<file path="config.mk">
export PLATFORM = sky130hd
export DESIGN_NAME = freelist_mp_flat
export DESIGN_NICKNAME = d
export VERILOG_FILES = /design/src/rtl/freelist_mp_if.sv /design/src/rtl/freelist_mp.sv /design/src/flat_wrapper.sv
export SDC_FILE = /design/constraint.sdc
export NUM_CORES = 1
export LEC_CHECK = 0
export BUFFER_PORTS_ARGS = -buffer_cell sky130_fd_sc_hd__buf_2
export CAP_MARGIN = 20
export CORE_ASPECT_RATIO = 1.2
export CORE_UTILIZATION = 35
export DETAILED_ROUTE_END_ITERATION = 16
export SLEW_MARGIN = 10
export SYNTH_ARGS = -nofsm -noshare
export SYNTH_HDL_FRONTEND = slang
export SYNTH_SLANG_ARGS = --single-unit
</file>
<file path="constraint.sdc">
create_clock -name clock -period 6.6 [get_ports clock]
set_input_delay 0.33 -clock clock [delete_from_list [all_inputs] [get_ports clock]]
set_output_delay 0.33 -clock clock [all_outputs]
set_load 0.05 [all_outputs]
</file>
<file path="src/rtl/freelist_mp_if.sv">
// ============================================================================
// Module      : freelist_mp_if
// Description : Bundles the allocation, release, commit and status signals
//               of the multi-port physical-register free list.
//               master : rename/commit side (drives requests)
//               slave  : free list (drives grants and status)
// Ports       : alloc_req_valid, alloc_ready, alloc_preg   allocation lanes
//               free_valid, free_preg                       release lanes
//               commit_num, flush                           retire / recovery
//               free_count, overflow_err, commit_err        status
// Revision    : 1.0  initial release
// ============================================================================
`default_nettype none

interface freelist_mp_if #(
    parameter int ALLOC_NUM      = 2,
    parameter int FREE_NUM       = 2,
    parameter int PREG_IDX_WIDTH = 6,
    parameter int LOG_NUM_PREGS  = 6
);
    localparam int CMT_W = $clog2(ALLOC_NUM + 1);

    logic [ALLOC_NUM-1:0]                alloc_req_valid;
    logic                                alloc_ready;
    logic [ALLOC_NUM*PREG_IDX_WIDTH-1:0] alloc_preg;
    logic [FREE_NUM-1:0]                 free_valid;
    logic [FREE_NUM*PREG_IDX_WIDTH-1:0]  free_preg;
    logic [CMT_W-1:0]                    commit_num;
    logic                                flush;
    logic [LOG_NUM_PREGS:0]              free_count;
    logic                                overflow_err;
    logic                                commit_err;

    modport master (
        output alloc_req_valid, free_valid, free_preg, commit_num, flush,
        input  alloc_ready, alloc_preg, free_count, overflow_err, commit_err
    );

    modport slave (
        input  alloc_req_valid, free_valid, free_preg, commit_num, flush,
        output alloc_ready, alloc_preg, free_count, overflow_err, commit_err
    );
endinterface

`default_nettype wire

</file>
<file path="src/rtl/freelist_mp.sv">
// ============================================================================
// Module      : freelist_mp
// Description : Multi-port physical-register free list for rename. Circular
//               queue of NUM_PREGS preg indices with a speculative head
//               (allocation), a committed head (retirement) and a tail
//               (release). A flush rewinds the speculative head to the
//               committed head in one cycle.
// Ports       : clock        rising-edge clock
//               reset_n      asynchronous active-low reset
//               bus          freelist_mp_if slave modport (allocation lanes,
//                            release lanes, commit/flush, status outputs)
// Revision    : 1.0  initial release
// ============================================================================
`default_nettype none

module freelist_mp #(
    parameter int NUM_PREGS      = 64,
    parameter int LOG_NUM_PREGS  = 6,
    parameter int PREG_IDX_WIDTH = 6,
    parameter int RESERVED       = 32,
    parameter int ALLOC_NUM      = 2,
    parameter int FREE_NUM       = 2
) (
    input  wire logic      clock,
    input  wire logic      reset_n,
    freelist_mp_if.slave   bus
);

    localparam int PTR_W = LOG_NUM_PREGS + 1;
    localparam int IDX_W = LOG_NUM_PREGS;

    localparam logic [PTR_W-1:0] PTR_ONE    = PTR_W'(1);
    localparam logic [PTR_W-1:0] RESET_TAIL = PTR_W'(NUM_PREGS - RESERVED);
    localparam logic [PTR_W:0]   DEPTH_EXT  = (PTR_W + 1)'(NUM_PREGS);

    // ------------------------------------------------------------------
    // State
    // ------------------------------------------------------------------
    logic [PREG_IDX_WIDTH-1:0] queue [NUM_PREGS];
    logic [PTR_W-1:0]          spec_head;
    logic [PTR_W-1:0]          cmt_head;
    logic [PTR_W-1:0]          tail;
    logic [PTR_W-1:0]          free_count_q;
    logic                      overflow_q;
    logic                      commit_err_q;

    // ------------------------------------------------------------------
    // Allocation lane compaction: each valid lane takes the next entry
    // after the valid lanes below it, so sparse requests stay dense.
    // ------------------------------------------------------------------
    logic [PTR_W-1:0] n_req;
    logic [IDX_W-1:0] alloc_rank [ALLOC_NUM];

    always_comb begin
        n_req = '0;
        for (int k = 0; k < ALLOC_NUM; k++) begin
            alloc_rank[k] = n_req[IDX_W-1:0];
            if (bus.alloc_req_valid[k]) begin
                n_req = n_req + PTR_ONE;
            end
        end
    end

    // Readiness uses the registered count only, so a release in this
    // cycle never feeds an allocation in the same cycle.
    logic alloc_ready;
    logic alloc_fire;

    assign alloc_ready = !bus.flush && (free_count_q >= n_req);
    assign alloc_fire  = alloc_ready && (n_req != '0);

    assign bus.alloc_ready = alloc_ready;

    for (genvar k = 0; k < ALLOC_NUM; k++) begin : g_alloc_lane
        logic [IDX_W-1:0] rd_idx;
        assign rd_idx = spec_head[IDX_W-1:0] + alloc_rank[k];
        assign bus.alloc_preg[k*PREG_IDX_WIDTH +: PREG_IDX_WIDTH] =
            bus.alloc_req_valid[k] ? queue[rd_idx] : '0;
    end

    // ------------------------------------------------------------------
    // Release lane compaction and overflow detection.
    // ------------------------------------------------------------------
    logic [PTR_W-1:0] n_free;
    logic [IDX_W-1:0] free_rank [FREE_NUM];
    logic [IDX_W-1:0] wr_idx    [FREE_NUM];
    logic             free_drop;

    always_comb begin
        n_free = '0;
        for (int k = 0; k < FREE_NUM; k++) begin
            free_rank[k] = n_free[IDX_W-1:0];
            wr_idx[k]    = tail[IDX_W-1:0] + n_free[IDX_W-1:0];
            if (bus.free_valid[k]) begin
                n_free = n_free + PTR_ONE;
            end
        end
    end

    // One extra bit so count + releases cannot wrap before the compare.
    // A group that would overfill the queue is dropped as a whole.
    assign free_drop = ({1'b0, free_count_q} + {1'b0, n_free}) > DEPTH_EXT;

    // ------------------------------------------------------------------
    // Commit, flush and next-pointer computation.
    // ------------------------------------------------------------------
    logic [PTR_W-1:0] commit_ext;
    logic [PTR_W-1:0] outstanding;
    logic             commit_bad;
    logic [PTR_W-1:0] cmt_next;
    logic [PTR_W-1:0] spec_next;
    logic [PTR_W-1:0] tail_next;

    assign commit_ext  = PTR_W'(bus.commit_num);
    assign outstanding = spec_head - cmt_head;
    assign commit_bad  = commit_ext > outstanding;

    // An over-commit clamps to the speculative head rather than passing it.
    assign cmt_next = commit_bad ? spec_head : (cmt_head + commit_ext);

    // Flush sees the committed head after this cycle's commit is applied.
    always_comb begin
        spec_next = spec_head;
        if (bus.flush) begin
            spec_next = cmt_next;
        end else if (alloc_fire) begin
            spec_next = spec_head + n_req;
        end
    end

    assign tail_next = free_drop ? tail : (tail + n_free);

    // ------------------------------------------------------------------
    // Registers
    // ------------------------------------------------------------------
    always_ff @(posedge clock or negedge reset_n) begin
        if (!reset_n) begin
            spec_head    <= '0;
            cmt_head     <= '0;
            tail         <= RESET_TAIL;
            free_count_q <= RESET_TAIL;
            overflow_q   <= 1'b0;
            commit_err_q <= 1'b0;
        end else begin
            spec_head    <= spec_next;
            cmt_head     <= cmt_next;
            tail         <= tail_next;
            free_count_q <= tail_next - spec_next;
            if (free_drop) begin
                overflow_q <= 1'b1;
            end
            if (commit_bad) begin
                commit_err_q <= 1'b1;
            end
        end
    end

    // Only releases write the queue; allocation and flush move pointers.
    always_ff @(posedge clock or negedge reset_n) begin
        if (!reset_n) begin
            for (int i = 0; i < NUM_PREGS; i++) begin
                queue[i] <= (i < NUM_PREGS - RESERVED) ?
                            PREG_IDX_WIDTH'(RESERVED + i) : '0;
            end
        end else if (!free_drop) begin
            for (int k = 0; k < FREE_NUM; k++) begin
                if (bus.free_valid[k]) begin
                    queue[wr_idx[k]] <= bus.free_preg[k*PREG_IDX_WIDTH +: PREG_IDX_WIDTH];
                end
            end
        end
    end

    // free_rank is folded into wr_idx; keep the per-lane rank visible for
    // debug by tying it into nothing observable.
    logic [IDX_W-1:0] free_rank_last;
    assign free_rank_last = free_rank[FREE_NUM-1];

    assign bus.free_count   = free_count_q;
    assign bus.overflow_err = overflow_q;
    assign bus.commit_err   = commit_err_q;

endmodule

`default_nettype wire

</file>
<file path="src/flat_wrapper.sv">
// flat-port wrapper written by rule: the top's interface ports become plain ports
module freelist_mp_flat 
#(
    parameter int NUM_PREGS      = 64,
    parameter int LOG_NUM_PREGS  = 6,
    parameter int PREG_IDX_WIDTH = 6,
    parameter int RESERVED       = 32,
    parameter int ALLOC_NUM      = 2,
    parameter int FREE_NUM       = 2
)
  (clock, reset_n, bus_alloc_req_valid, bus_free_valid, bus_free_preg, bus_commit_num, bus_flush, bus_alloc_ready, bus_alloc_preg, bus_free_count, bus_overflow_err, bus_commit_err);
  freelist_mp_if #(.ALLOC_NUM(ALLOC_NUM), .FREE_NUM(FREE_NUM), .PREG_IDX_WIDTH(PREG_IDX_WIDTH), .LOG_NUM_PREGS(LOG_NUM_PREGS)) bus_i ();
  input  wire logic clock;
  input  wire logic reset_n;
  input wire logic [$bits(bus_i.alloc_req_valid)-1:0] bus_alloc_req_valid;
  input wire logic [$bits(bus_i.free_valid)-1:0] bus_free_valid;
  input wire logic [$bits(bus_i.free_preg)-1:0] bus_free_preg;
  input wire logic [$bits(bus_i.commit_num)-1:0] bus_commit_num;
  input wire logic [$bits(bus_i.flush)-1:0] bus_flush;
  output wire logic [$bits(bus_i.alloc_ready)-1:0] bus_alloc_ready;
  output wire logic [$bits(bus_i.alloc_preg)-1:0] bus_alloc_preg;
  output wire logic [$bits(bus_i.free_count)-1:0] bus_free_count;
  output wire logic [$bits(bus_i.overflow_err)-1:0] bus_overflow_err;
  output wire logic [$bits(bus_i.commit_err)-1:0] bus_commit_err;
  assign bus_i.alloc_req_valid = bus_alloc_req_valid;
  assign bus_i.free_valid = bus_free_valid;
  assign bus_i.free_preg = bus_free_preg;
  assign bus_i.commit_num = bus_commit_num;
  assign bus_i.flush = bus_flush;
  assign bus_alloc_ready = bus_i.alloc_ready;
  assign bus_alloc_preg = bus_i.alloc_preg;
  assign bus_free_count = bus_i.free_count;
  assign bus_overflow_err = bus_i.overflow_err;
  assign bus_commit_err = bus_i.commit_err;
  freelist_mp #(.NUM_PREGS(NUM_PREGS), .LOG_NUM_PREGS(LOG_NUM_PREGS), .PREG_IDX_WIDTH(PREG_IDX_WIDTH), .RESERVED(RESERVED), .ALLOC_NUM(ALLOC_NUM), .FREE_NUM(FREE_NUM)) u_core (.clock(clock), .reset_n(reset_n), .bus(bus_i));
endmodule
</file>
======== Word level (Yosys, flattened, before mapping) ========
Cells that the tools add are included.
cells by class
  $add $sub $neg .......................... 10
  magnitude comparators ................... 9
  mux-type cells .......................... 25
  bitwise operators ....................... 4
  reductions and logical operators ........ 6
operator list
  kind                                                                  count
  384-bit two-way mux                                                   3
  384-bit bitwise mux                                                   2
  6-bit binary-select mux with 6-bit select                             2
  6-bit demux with 6-bit select                                         2
  6-bit two-way mux                                                     8
  7-bit two-way mux                                                     6
  7-bit greater-or-equal comparator, second input constant              4
  6-bit inverter with 7-bit output                                      4
  7-bit adder                                                           2
  7-bit by 1-bit < comparator with 1-bit output, second input constant  2
  7-bit subtractor                                                      2
  6-bit by 1-bit adder with 6-bit output                                2
  7-bit by 7-bit adder with 8-bit output                                1
  8-bit by 7-bit > comparator with 1-bit output, second input constant  1
  7-bit by 2-bit adder with 7-bit output                                1
  7-bit greater-or-equal comparator                                     1
  2-bit by 7-bit > comparator with 1-bit output                         1
  7-bit nonzero test                                                    1
  1-bit by 1-bit adder with 2-bit output, second input constant         2
  1-bit logical AND                                                     4
  1-bit two-way mux                                                     2
  1-bit logical NOT                                                     1
word-level totals
  bits in registers ....................... 414
  input bits .............................. 21

======== Logic depth before layout (Yosys ltp) ========
  depth in word-level cells ............... 10
  mapped depth ............................ 26

======== Worst setup path before layout ========
No wires, ideal clock.
  path kind ............................... register to register
  from .................................... register u_core.spec_head[0]
  to ...................................... register u_core.free_count_q[6], in the netlist u_core.bus.free_count[6]
  setup time .............................. 0.130 ns
  arrival time ............................ 4.744 ns
  required time ........................... 6.470 ns
  path slack .............................. 1.727 ns
  cell stages (with the launch flop) ...... 27
  path buffers ............................ 4
  clock period less this slack ............ 4.873 ns
  cells stage by stage .................... dfrtp_1 -> clkbuf_1 -> buf_2 -> buf_2 -> inv_1 -> ha_1 -> inv_1 -> fa_1 -> inv_1 -> ha_1 -> nor2b_1 -> o221ai_1 -> a221oi_1 -> nand4_1 -> o21a_1 -> clkbuf_1 -> nor3_1 -> nor3_1 -> ha_1 -> fa_1 -> nor2b_1 -> o21ai_0 -> nand2b_1 -> a21o_1 -> a21oi_1 -> xnor3_1 -> xnor2_1
between the ends
  cells in the longest elaborated chain, start to end .. 5
RTL lines
  item                                           RTL line            text
  from (decl)                                    freelist_mp.sv:40   logic [PTR_W-1:0] spec_head;
  from (signal assigned)                         freelist_mp.sv:145  spec_head <= spec_next;
  7-bit subtractor                               freelist_mp.sv:115  assign outstanding = spec_head - cmt_head;
  2-bit by 7-bit > comparator with 1-bit output  freelist_mp.sv:116  assign commit_bad = commit_ext > outstanding;
  7-bit two-way mux                              freelist_mp.sv:119  assign cmt_next = commit_bad ? spec_head : (cmt_head + commit_ext);
  7-bit two-way mux (*)                          freelist_mp.sv:124  if (bus.flush) begin
  named net u_core.spec_next[0]                  freelist_mp.sv:111  logic [PTR_W-1:0] spec_next;
  7-bit subtractor (*)                           freelist_mp.sv:148  free_count_q <= tail_next - spec_next;
  to (signal assigned)                           freelist_mp.sv:148
  to (decl)                                      freelist_mp.sv:43   logic [PTR_W-1:0] free_count_q;
Mark *: on every way through the listed nets, which the timed path passes. The rest lies on a longest branch.
A chain may end at the register's enable or synchronous reset.

======== Final worst setup path ========
  from .................................... register u_core.spec_head[1]
  to ...................................... output port bus_alloc_preg[8]
between the ends
  cells in the longest elaborated chain, start to end .. 6
RTL lines
  item                                                    RTL line            text
  6-bit by 1-bit adder with 6-bit output                  freelist_mp.sv:76   assign rd_idx = spec_head[IDX_W-1:0] + alloc_rank[k];
  6-bit inverter with 7-bit output (implied by the code)  freelist_mp.sv:78   bus.alloc_req_valid[k] ? queue[rd_idx] : '0;
  6-bit binary-select mux with 6-bit select               freelist_mp.sv:78
  6-bit two-way mux (implied by the code) (2 in a row)    freelist_mp.sv:78
  6-bit two-way mux                                       freelist_mp.sv:78
  to (decl)                                               flat_wrapper.sv:21  output wire logic [$bits(bus_i.alloc_preg)-1:0] bus_alloc_preg;
No other way between the ends. The select of a mux whose other input is x is not followed.

==> impl_metrics.toml <==
[finish]
final_layout_size_suffix_gt1_share_pct = 24.2
finish.utilization_pct = 38.9
final_net_count = 2626
antenna_cells_inserted = 0
area_delta_synth_final_pct = 9.83
final_design_area_no_fill_mm2 = 0.0298

[yosys]
ys_async_sr_fraction_pct = 100
largest_family_of_logic_cells_by_synthesized_area = "multiplexers"
synth_seq_cells = 414
yosysUniqueCellTypes = 73
post_synth_most_frequent_cells = "nor2_1, a21oi_1, o22ai_1"
postSynth.topFlopCell = "dfrtp_1"
synth_most_common_cell = "nor2_1"
synthesized_net_count = 2720
synthesis.area_per_instance_um2 = 10.2
post_synth_design_cell_area_mm2 = 0.0271
synthTopCellsByArea = "dfrtp_1, mux4_2, dfstp_2"
synth_sequential_area_ratio_pct = 38.7
synth.area.mux_share_pct = 21.1
synth-simple-area-share_pct = 12.8
netlist.top_cell.by_area = "dfrtp_1"
yosysWarnings = 0
synth_xor_xnor_area_share_pct = 1.01
yosysTopAreaCellShare_pct = 27.7
synth_fa_ha_area_share_pct = 1.87
compound_gate_portion_of_the_synthesized_area_pct = 20.4
post_synth_inst_count = 2662
synth_enable_flop_cells = 0

[grt]
gr-total-overflow = 0
grt_pass1_vias = 23600
grt_antenna_before_repair = 1
pin_count_of_the_biggest_net_entering_global_routing = 177
overall_global_routing_usage_pct = 26.6
grt_pass1_wl_mm = 158

[sta]
fin_crit_sh_pct = 78.8
drv_slew = 0
slew_headroom_pct = 18.5
fin_skew_ns = 0.0205
tightestPinTransition_ns = 1.22
tns_ns = 0
final.hold.worst_slack_ns = 0.185
final.min_clock_period_ns = 5.20
worst_slack_ns = 1.40
timing.final.setup_violations = 0
achievable-frequency_mhz = 192
rsz0062_at_grt = "false"
hold_viol = 0

[place]
preCtsSetupSlack_ns = 1.77
dp_hpwl_mm = 66.0
dpl-instance-area_mm2 = 0.0281
finalWeightedCongestion = 0.989
place.port_buffers = 42

[worst_setup_path]
critical_path.endpoint = "bus_alloc_preg[8]"
critical_path_arrival_ns = 4.87
reg2reg_slack_ns = 1.79
setup.worst_path.start = "u_core.spec_head[1]$_DFF_PN0_"
worstPathRequired_ns = 6.27
worst-r2r-cell-count = 19
timing_worst_setup_path_type = "reg2out"
critPathLaunchType = "flip-flop"
r2r_start = "u_core.spec_head[1]$_DFF_PN0_"
worstReg2RegEnd = "u_core.bus.free_count[6]$_DFF_PN0_"
endpoint_kind = "output pin"
crit_fanout = 57

[clocking]
clock_tree_from_tritoncts = "built"
post_cts_setup_bufs = 0
clkSlewWorstSetupHoldPaths_ns = 0.07
max-clock-path-buffers = 3
clock_tree.htree_level_count = 2
root_buffer = "clkbuf_16"
insertion_delay_ns = 0.60
numClockSinks = 414
cts_buffers = 47

[power]
power_per_cell_area_mw_per_mm2 = 445
comb_power_share_pct = 51.2
leakagePower_uw = 0.0111
pwr-share-seq_pct = 27.7
p_sw_share_pct = 45.8
max-vdd-ir-drop_mv = 0.661
power.share.clock_pct = 21.1
cell_internal_pwr_uw = 7170
p_sw_uw = 6070

[detailed_routing]
route.final.wire_length_mm = 105
post-route-drc-count = 0
detail_route.first_pass.iterations = 6
viasPerCell = 6.67
detail_route.wl_per_cell_um = 29.0
drt_first_iter_violations = 2970
antenna_left = 0
vias = 24200

[floorplan]
die_area_mm2 = 0.0786
row_count = 111
core_area_mm2 = 0.0765
ioPinCount = 43
starting_density_pct = 35.4
die_height_um = 307
die_w_um = 256

[min_path]
holdCritPathClass = "in2reg"

[outcome]
status = "completed"

[run]
max_cap_violations = 0
timing repair:
item	4_1_cts	5_1_grt
hold endpoints to repair	71	0
gates resized for setup	0	0
hold buffers	1	0
cells by family after synthesis:
family                   count (synthesis)
AO/OA/AOI/OAI                          908
AND/OR/NAND/NOR                        741
flip-flops                             414
multiplexers                           273
buffers and inverters                  261
adder cells (fa/ha/maj)                 37
XOR/XNOR                                28
how the worst min path moves through the flow:
| stage | start | endpoint | slack, ns | cells after the start |
|---|---|---|---|---|
| 3_5_place_dp | reset_n | u_core.cmt_head[5]$_DFF_PN0_ | 0.41 | 1 |
| 2_1_floorplan | reset_n | u_core.bus.commit_err$_DFFE_PN0P_ | 0.03 | 0 |
| 5_1_grt | bus_commit_num[0] | u_core.cmt_head[0]$_DFF_PN0_ | 0.21 | 3 |
| 3_3_place_gp | reset_n | u_core.cmt_head[5]$_DFF_PN0_ | 0.41 | 1 |
| 6_report | bus_commit_num[0] | u_core.cmt_head[0]$_DFF_PN0_ | 0.18 | 3 |
| 4_1_cts | bus_commit_num[0] | u_core.cmt_head[0]$_DFF_PN0_ | 0.20 | 3 |
stage by stage:
step | total power [uW] | cells
2_1_floorplan | 8340 | 2662
3_3_place_gp | 10100 | 3531
3_5_place_dp | 10300 | 3531
4_1_cts | 13100 | 3618
5_1_grt | 13700 | 3622
6_report | 13200 | 3622
layout by cell type, fill, tap and decap left out, types with 12 or more instances in the layout:
cell       count
a22oi_1       72
xnor2_1       18
clkbuf_16     49
nor2b_1       19
nor2_1       335
buf_2         41
dfrtp_1      297
nand2_1      186
a21oi_2       38
dfstp_2      114
a21oi_1      325
o21ai_0       76
clkbuf_1      12
mux2i_1       28
nor3b_1       21
nand3_1       93
inv_1         28
ha_1          29
mux4_2       238
a21o_1        12
nand2b_1      19
o22ai_1      306
buf_4         39
o21ai_1       37
power groups by stage:
stage	clock network [uW]	registers (uW)	logic [uW]
finish	2790	3670	6780
global route	2920	3710	7100
CTS	2820	3630	6630
detailed placement	0	3670	6610
global placement	0	3630	6510
floorplan	0	3470	4870
registers in the layout (all words and copies together) (netlist names):
| register | cells |
|---|---|
| u_core.tail | 7 |
| u_core.bus.commit_err | 1 |
| u_core.cmt_head | 7 |
| u_core.spec_head | 7 |
| u_core.bus.overflow_err | 1 |
| u_core.bus.free_count | 7 |
| u_core.queue | 384 |
worst max-delay path, cell delays in order (launching register included):
cell     delay [ns]
dfrtp_4        0.85
buf_4          0.86
nand3_1        0.25
xor2_2         0.75
mux4_2         0.44
mux2i_1        0.59
o22ai_1        0.20
buf_2          0.26
final cells by class:
type	instances	area [um^2]
clock inverters	14	183
well taps	1017	1270
repair buffers	90	689
fillers	7344	46800
clock buffers	72	1420
flip-flops and latches	414	10500
inverters	28	105
multi-input cells	1987	15600
routing by layer:
| metal | part of all wire (%) | track usage, % | vias to the layer above |
|---|---|---|---|
| met5 | 0.013 | 0 | - |
| met4 | 7.4 | 17.5 | 2 |
| met3 | 11 | 6.24 | 369 |
| met2 | 45 | 40.9 | 1694 |
| met1 | 36 | 33.5 | 12100 |
| li1 | - | - | 9967 |
No activity file was read; power rests on OpenSTA's default activity.
